===== src/rtl/seg7_pkg.sv =====
// Shared constants for the seven-segment display blocks: idle patterns,
// digit-code width and the hex glyph table.
package seg7_pkg;

  localparam int NUM_DIGITS = 6;
  localparam int CODE_W     = 5;

  localparam logic [5:0] AN_OFF  = 6'h3F;
  localparam logic [7:0] SEG_OFF = 8'hFF;

  // Active-low {g,f,e,d,c,b,a} glyphs for hex 0..F.
  localparam logic [6:0] SEG_PAT [16] = '{
    7'h40, 7'h79, 7'h24, 7'h30, 7'h19, 7'h12, 7'h02, 7'h78,
    7'h00, 7'h10, 7'h08, 7'h03, 7'h46, 7'h21, 7'h06, 7'h0E
  };

endpackage


===== src/rtl/seg7_mux6_if.sv =====
// Digit-code inputs and scanned anode/segment outputs of the 6-digit multiplexer.
interface seg7_mux6_if;
  import seg7_pkg::*;

  logic [CODE_W-1:0] in0, in1, in2, in3, in4, in5;
  logic [5:0]        an;
  logic [7:0]        seg;
  logic              frame_tick;

  modport master (output in0, in1, in2, in3, in4, in5,
                  input  an, seg, frame_tick);
  modport slave  (input  in0, in1, in2, in3, in4, in5,
                  output an, seg, frame_tick);
endinterface


===== src/rtl/hex_to_seg.sv =====
// Combinational hex + decimal-point to active-low {dp,g,f,e,d,c,b,a} decoder.
module hex_to_seg
  import seg7_pkg::*;
(
  input  logic [3:0] hex,
  input  logic       dp,
  output logic [7:0] seg
);

  assign seg = {~dp, SEG_PAT[hex]};

endmodule


===== src/rtl/seg7_mux6.sv =====
// Six-digit time-multiplexed seven-segment driver with per-slot blanking and
// frame-synchronous capture of the digit codes.
module seg7_mux6
  import seg7_pkg::*;
#(
  parameter int DIGIT_CYCLES = 100000,
  parameter int BLANK_CYCLES = 1000
)(
  input  logic clk,
  input  logic rst_n,
  seg7_mux6_if.slave bus
);

  localparam int CW = (DIGIT_CYCLES > 1) ? $clog2(DIGIT_CYCLES) : 1;
  localparam logic [CW-1:0] CNT_LAST = CW'(DIGIT_CYCLES - 1);

  logic [CW-1:0]     slot_cnt;
  logic [2:0]        idx;
  logic [CODE_W-1:0] shadow [NUM_DIGITS];
  logic [CODE_W-1:0] live   [NUM_DIGITS];
  logic [CODE_W-1:0] cur_code;
  logic [7:0]        dec_seg;
  logic [5:0]        an_next;
  logic              frame_start;
  logic              blank;

  always_comb begin
    live[0] = bus.in0;
    live[1] = bus.in1;
    live[2] = bus.in2;
    live[3] = bus.in3;
    live[4] = bus.in4;
    live[5] = bus.in5;
  end

  assign frame_start = (slot_cnt == '0) && (idx == 3'd0);
  assign blank       = 32'(slot_cnt) < 32'(BLANK_CYCLES);
  assign an_next     = ~(6'b000001 << idx);

  // Digit 0 is being captured on the same edge it is first shown (matters
  // when blanking is disabled), so bypass the shadow register for it.
  always_comb begin
    cur_code = shadow[0];
    case (idx)
      3'd0:    cur_code = frame_start ? live[0] : shadow[0];
      3'd1:    cur_code = shadow[1];
      3'd2:    cur_code = shadow[2];
      3'd3:    cur_code = shadow[3];
      3'd4:    cur_code = shadow[4];
      3'd5:    cur_code = shadow[5];
      default: cur_code = shadow[0];
    endcase
  end

  hex_to_seg u_dec (
    .hex (cur_code[3:0]),
    .dp  (cur_code[4]),
    .seg (dec_seg)
  );

  always_ff @(posedge clk) begin
    if (!rst_n) begin
      slot_cnt       <= '0;
      idx            <= 3'd0;
      for (int i = 0; i < NUM_DIGITS; i++) shadow[i] <= '0;
      bus.an         <= AN_OFF;
      bus.seg        <= SEG_OFF;
      bus.frame_tick <= 1'b0;
    end else begin
      if (slot_cnt == CNT_LAST) begin
        slot_cnt <= '0;
        idx      <= (idx == 3'd5) ? 3'd0 : idx + 3'd1;
      end else begin
        slot_cnt <= slot_cnt + CW'(1);
      end
      if (frame_start) begin
        for (int i = 0; i < NUM_DIGITS; i++) shadow[i] <= live[i];
      end
      bus.frame_tick <= frame_start;
      bus.an         <= blank ? AN_OFF  : an_next;
      bus.seg        <= blank ? SEG_OFF : dec_seg;
    end
  end

endmodule


===== src/flat_wrapper.sv =====
// flat-port wrapper written by rule: the top's interface ports become plain ports
module seg7_mux6_flat import seg7_pkg::*;
#(
  parameter int DIGIT_CYCLES = 100000,
  parameter int BLANK_CYCLES = 1000
)
  (clk, rst_n, bus_in0, bus_in1, bus_in2, bus_in3, bus_in4, bus_in5, bus_an, bus_seg, bus_frame_tick);
  seg7_mux6_if bus_i ();
  input  logic clk;
  input  logic rst_n;
  input wire logic [$bits(bus_i.in0)-1:0] bus_in0;
  input wire logic [$bits(bus_i.in1)-1:0] bus_in1;
  input wire logic [$bits(bus_i.in2)-1:0] bus_in2;
  input wire logic [$bits(bus_i.in3)-1:0] bus_in3;
  input wire logic [$bits(bus_i.in4)-1:0] bus_in4;
  input wire logic [$bits(bus_i.in5)-1:0] bus_in5;
  output wire logic [$bits(bus_i.an)-1:0] bus_an;
  output wire logic [$bits(bus_i.seg)-1:0] bus_seg;
  output wire logic [$bits(bus_i.frame_tick)-1:0] bus_frame_tick;
  assign bus_i.in0 = bus_in0;
  assign bus_i.in1 = bus_in1;
  assign bus_i.in2 = bus_in2;
  assign bus_i.in3 = bus_in3;
  assign bus_i.in4 = bus_in4;
  assign bus_i.in5 = bus_in5;
  assign bus_an = bus_i.an;
  assign bus_seg = bus_i.seg;
  assign bus_frame_tick = bus_i.frame_tick;
  seg7_mux6 #(.DIGIT_CYCLES(DIGIT_CYCLES), .BLANK_CYCLES(BLANK_CYCLES)) u_core (.clk(clk), .rst_n(rst_n), .bus(bus_i));
endmodule

===== config.mk =====
export PLATFORM = sky130hd
export DESIGN_NAME = seg7_mux6_flat
export DESIGN_NICKNAME = d
export VERILOG_FILES = /design/src/rtl/seg7_pkg.sv /design/src/rtl/seg7_mux6_if.sv /design/src/rtl/hex_to_seg.sv /design/src/rtl/seg7_mux6.sv /design/src/flat_wrapper.sv
export SDC_FILE = /design/constraint.sdc
export NUM_CORES = 1
export LEC_CHECK = 0
export CELL_PAD_IN_SITES_DETAIL_PLACEMENT = 1
export CELL_PAD_IN_SITES_GLOBAL_PLACEMENT = 2
export CORE_ASPECT_RATIO = 0.7
export CORE_MARGIN = 3
export CORE_UTILIZATION = 35
export DETAILED_ROUTE_END_ITERATION = 10
export PLACE_DENSITY = 0.8
export SYNTH_ARGS = -nofsm -noshare
export SYNTH_HDL_FRONTEND = slang
export SYNTH_SLANG_ARGS = --single-unit

===== constraint.sdc =====
create_clock -name clk -period 3.3 [get_ports clk]
set_input_delay 0.66 -clock clk [delete_from_list [all_inputs] [get_ports clk]]
set_output_delay 0.66 -clock clk [all_outputs]
set_load 0.05 [all_outputs]

Word-level counts from Yosys, hierarchy flattened
Memory sizes are Yosys's and may differ from the RTL's. A register that Yosys moved wholly into a read port is not among the register bits.
Index checks and enable logic that the tools add are counted.
W data, S select, Z words.
Storage, ports and cells
  register bits after elaboration: 35
  bits in writable memories: 30
  bits in read-only memories: 112
  bits of input ports: 32
  output and inout port bits: 15
  word-level logic and storage cells: 48
  memories: 2
Memory list
  (name not given): words 16, width 7, read ports 1, clocked after Yosys merged registers in 1, wr ports 0, line hex_to_seg.sv:10  | assign seg = {~dp, SEG_PAT[hex]};
  u_core.shadow: words 6, width 5, read ports 6, clocked after Yosys merged registers in 0, wr ports 6, line seg7_mux6.sv:19  | logic [CODE_W-1:0] shadow [NUM_DIGITS];
Operators by class
  add/subtract/negate cells: 2
  magnitude comparators: 2
  eq/ne operators: 6
  shifts and indexed selects: 1
  muxes and demuxes: 15
  bitwise gates (word level): 10
  reduce and logical (&&, ||, !) cells: 5
Operators by type and width (count)
  $mux W5: 7
  $pmux W5 S6: 1
  $add A17 B1 Y17 const B: 1
  $eq A17 B17 Y1 const B: 1
  $logic_not A17 Y1: 1
  $lt A17 B10 Y1 const B: 1
  $mux W7: 2
  $eq A3 B2 Y1 const B: 2
  $eq A3 B3 Y1 const B: 2
  $not A6 Y6: 1
  $or A1 B1 Y1: 6
  $shl A1 B3 Y6 const A: 1
  $ge A5 B5 Y1 const B: 1
  $not A4 Y5: 1
  $mux W1: 4
  $reduce_or A2 Y1: 2
  $add A3 B1 Y3 const B: 1
  $eq A3 B1 Y1 const B: 1
  $logic_not A3 Y1: 1
  $mux W3: 1
  $not A1 Y1: 2
  $logic_and A1 B1 Y1: 1

Longest topological paths before layout
Gate-level depths: netlist of run 1.
  depth in word-level cells: 8
  depth in mapped cells: 13
  gate-level depth less buffers: 13

Cells and area by module
From an unflattened synthesis of run 1, not the netlist that was laid out.
Second synthesis, totals
  cell total of the unflattened synthesis: 296
  area total of the unflattened synthesis: 3125.5 um^2
Modules (own cells, without submodules)
  seg7_mux6: times used 1, cells an instance 262, area an instance 2852.7 um^2, sequential area each 1601.5 um^2
  hex_to_seg: times used 1, cells an instance 34, area an instance 272.8 um^2, sequential area each 0.0 um^2

Worst setup path after synthesis of run 1
Ideal clock, no wire load.
  kind: reg-to-reg
  start point: reg u_core.idx[0]
  end point: reg u_core.bus.seg[3]
  setup time: 0.115 ns
  arrival: 2.272 ns
  data required time: 3.185 ns
  path slack: 0.913 ns
  cell stages (with the launch flop): 14
  path buffers: 1
  clock period less this slack: 2.387 ns
  path through: dfxtp_1 buf_2 and2_1 ha_1 nor2b_1 o21ai_1 o21ai_1 a221oi_2 inv_1 ha_1 inv_1 mux2i_1 o2bb2ai_1 nand2_1
On the way
  word-level cells in the longest chain between the ends: 5
  elaborated cells on any way between the ends: 10
  those cells by class: eq/ne (5); mux (2); bitwise (1); reduce/logical (2)
RTL lines
  from (decl): line seg7_mux6.sv:18  | logic [2:0] idx;
  from (signal assigned): line seg7_mux6.sv:72  | idx <= (idx == 3'd5) ? 3'd0 : idx + 3'd1;
  $logic_not A3 Y1: line seg7_mux6.sv:36, seg7_mux6.sv:44
  $logic_and A1 B1 Y1: line seg7_mux6.sv:36  | assign frame_start = (slot_cnt == '0) && (idx == 3'd0);
  $mux W5: line seg7_mux6.sv:45  | 3'd0: cur_code = frame_start ? live[0] : shadow[0];
  $pmux W5 S6 (*): line seg7_mux6.sv:44  | case (idx)
  $not A4 Y5 (implied by the code) (*): line hex_to_seg.sv:10
  to (decl): line seg7_mux6_if.sv:13  | output an, seg, frame_tick);
Mark *: on every way between the ends. The rest lies on a longest branch, timed or not.
A chain may end at the register's enable or synchronous reset.

Worst setup path in the final report of run 1
  start point: reg u_core.idx[2]
  end point: reg u_core.bus.seg[3]
The elaborated chain is that of the path after synthesis.

==> results.yml, run 1 <==
outcome:
  status: "completed"
final_layout:
  drive_above_1_share_pct: 10.36
  mostFrequentLayoutCell: "clkdlybuf4s50_1"
  n_fill_cell: 961
  final_area_um2: 3994
  antenna_cells: 0
  register_area_um2: 1602
  multi_input_area_um2: 1420
  final_core_util_pct: 46.72
  mostFrequentLayoutCells: "clkdlybuf4s50_1 (46), and2_1 (35), dfxtp_1 (35)"
  syn_to_final_growth_pct: 27.94
  fin_nets: 374
timing:
  hold_viol_final: 0
  period_minus_slack_ns: 3.000
  relSlewSlack_pct: 57.02
  tightest_slew_ns: 0.6448
  rsz0062_at_grt: "false"
  setup_violations: 0
  final_max_slew_viol_count: 0
  fmax_mhz: 333.3
  fin_crit_sh_pct: 90.91
  fin_worst_skew_ns: 0.005040
  tns_ns: 0
clock_tree:
  post_cts_buffers: 0
  insertion_delay_ns: 0.33
  numCtsBuffers: 9
  ctsRootBufferMaster: "clkbuf_16"
  path_clk_slew_ns: 0.06
  cts_max_level: 3
  tritoncts: "done"
  ctsLongestPathBuffers: 2
  clock_sinks: 65
power:
  ir_drop_mv: 0.2650
  powerDensity_nw_per_um2: 536.3
  power.total_mw: 2.142
  power_leakage_nw: 1.507
synthesis:
  yosysSeqAreaShare_pct: 51.30
  synth_top_family_by_area: "simple AND/OR/NAND/NOR gates"
  synth_xor_area_share_pct: 4.489
  synth_edf_count: 30
  synth_fa_ha_area_share_pct: 3.607
  ys_ff_latch: 65
  netlist_instances: 283
  synth.distinct_cells: 53
  synth_warnings: 0
  synth.net_count: 324
  netlist_area_um2: 3122
  ys_async_sr_fraction_pct: 0
  synth-compound-area-share_pct: 9.619
  muxShareOfSynthArea_pct: 2.565
  syn_avg_cell_area_um2: 11.03
  yosys.area_share.simple_pct: 24.85
  synth_ff_type: "dfxtp_1"
worst_setup_path:
  required_ns: 3.49
  slowest_delay_ns: 0.56
  start_kind: "flop"
  end_kind: "flop"
  critPathBufInv: 3
  critical-path-top-delay-family: "compound AO/OA/AOI/OAI gates"
  path_cells: "inv_1 -> ha_1 -> nor2b_1 -> o21ai_1 -> o21ai_1 -> a221o_1 -> inv_1 -> ha_1 -> inv_1 -> mux2i_1 -> o2bb2ai_1 -> nand2_1"
  crit_path_max_fanout: 13
  worstRegToRegCells: 12
  path_class: "reg2reg"
  crit_top_cell: "inv_1"
  crit_path_top_delay_cell: "dfxtp_1"
  r2r_slack_ns: 0.30
  cp.depth: 12
  crit_arrival_ns: 3.19
floorplanning:
  chipWidth_um: 118.9
  dieArea_um2: 10110
  rows: 28
  io-pin-count: 47
  dieHeight_um: 85.02
  core_area_um2: 8548
  initial_core_util_pct: 36.52
detailed_routing:
  wirelength_mm: 7.211
  drt-wirelength-per-cell_um: 15.74
  viasPerCell: 4.858
  drc: 0
  vias: 2225
  antenna_left: 0
  drtPass1Iterations: 4
  drt-initial-drc-count: 135
placed_design:
  place_area_um2: 3681
  place.gp.congestion: 0.8319
  portBuffers: 46
  hpwl_mm: 5.290
global_routing:
  overflow: 0
  grt_usage_pct: 14.62
  antenna_found_initial: 0
  grt_pass1_vias: 2241
  grt_pass1_wl_mm: 11.61
  grt_max_degree: 29
worst_hold_path:
  hold_depth: 1
  hold_path.class: "reg2reg"
flow_run:
  max_cap_violations: 0
## stage by stage
step,hold slack [ns],worst slack [ns],std cells
global route,0.4832,0.08849,458
CTS,0.4724,0.2799,458
detailed placement,0.4582,0.3528,442
global placement,0.4498,0.6034,442
floorplan,0.4297,0.9130,283
finish,0.4675,0.3001,458
## worst paths after layout
kind                                         start                  to
worst max-delay path                 u_core.idx[2]   u_core.bus.seg[3]
worst min register to register  u_core.slot_cnt[0]  u_core.slot_cnt[0]
worst max register to register       u_core.idx[2]   u_core.bus.seg[3]
worst min-delay path            u_core.slot_cnt[0]  u_core.slot_cnt[0]
## state kept, by name, indices dropped and copies added (netlist names)
signal	flops
u_core.shadow	30
u_core.idx	3
u_core.slot_cnt	17
u_core.bus.frame_tick	1
u_core.bus.seg	8
u_core.bus.an	6
## timing repair
| action | in CTS | in global routing |
|---|---|---|
| setup endpoints to repair | 0 | 2 |
| gates resized for setup | 0 | 1 |
| hold buffers | 0 | 0 |
## cell type report
type,instances,area share [%]
multi-input combinational,198,35.56
inverter,10,0.9398
clock buffer,9,5.639
clock inverter,7,1.911
timing repair buffer,49,12.09
sequential,65,40.10
tap,120,3.759
## logic make-up after synthesis
group           after synthesis
buf+inv                      20
compound gates               39
fa+ha+maj                     9
flops                        65
xor+xnor                     16
mux                           8
simple gates                126
## synth_stat cells, types with 5 or more instances
| cell type | instances | area (µm²) |
|---|---|---|
| nand3_1 | 11 | 55.05 |
| dfxtp_1 | 35 | 700.7 |
| ha_1 | 9 | 112.6 |
| edfxtp_1 | 30 | 900.9 |
| nor2_1 | 26 | 97.59 |
| and2_1 | 35 | 219.0 |
| inv_1 | 10 | 37.54 |
| nand2_1 | 19 | 71.32 |
| o21ai_0 | 5 | 25.02 |
| mux2i_1 | 8 | 80.08 |
| xor2_1 | 12 | 105.1 |
## metal layers
metal / up-vias / track usage [%] / wire (µm)
li1: 1102 / - / -
met1: 1058 / 19.89 / 3567
met2: 57 / 22.68 / 3190
met3: 8 / 3.997 / 378
met4: 0 / 4.837 / 74
met5: - / 0 / 0
## where the power goes
part / switching [mW] / leakage [nW] / internal, mW
registers: 0.0217 / 0.613 / 0.907
logic: 0.135 / 0.751 / 0.115
clock network: 0.373 / 0.143 / 0.591
total: 0.529 / 1.51 / 1.61
Note: power is estimated with default switching activity, not from simulation.
==> inputs of run 2 (changes only) <==
Settings changed: ABC_CLOCK_PERIOD_IN_PS set to 3300, SLEW_MARGIN set to 20.
==> results of run 2 <==
No change in the layout: final DEF, timing and power equal those of run 1.
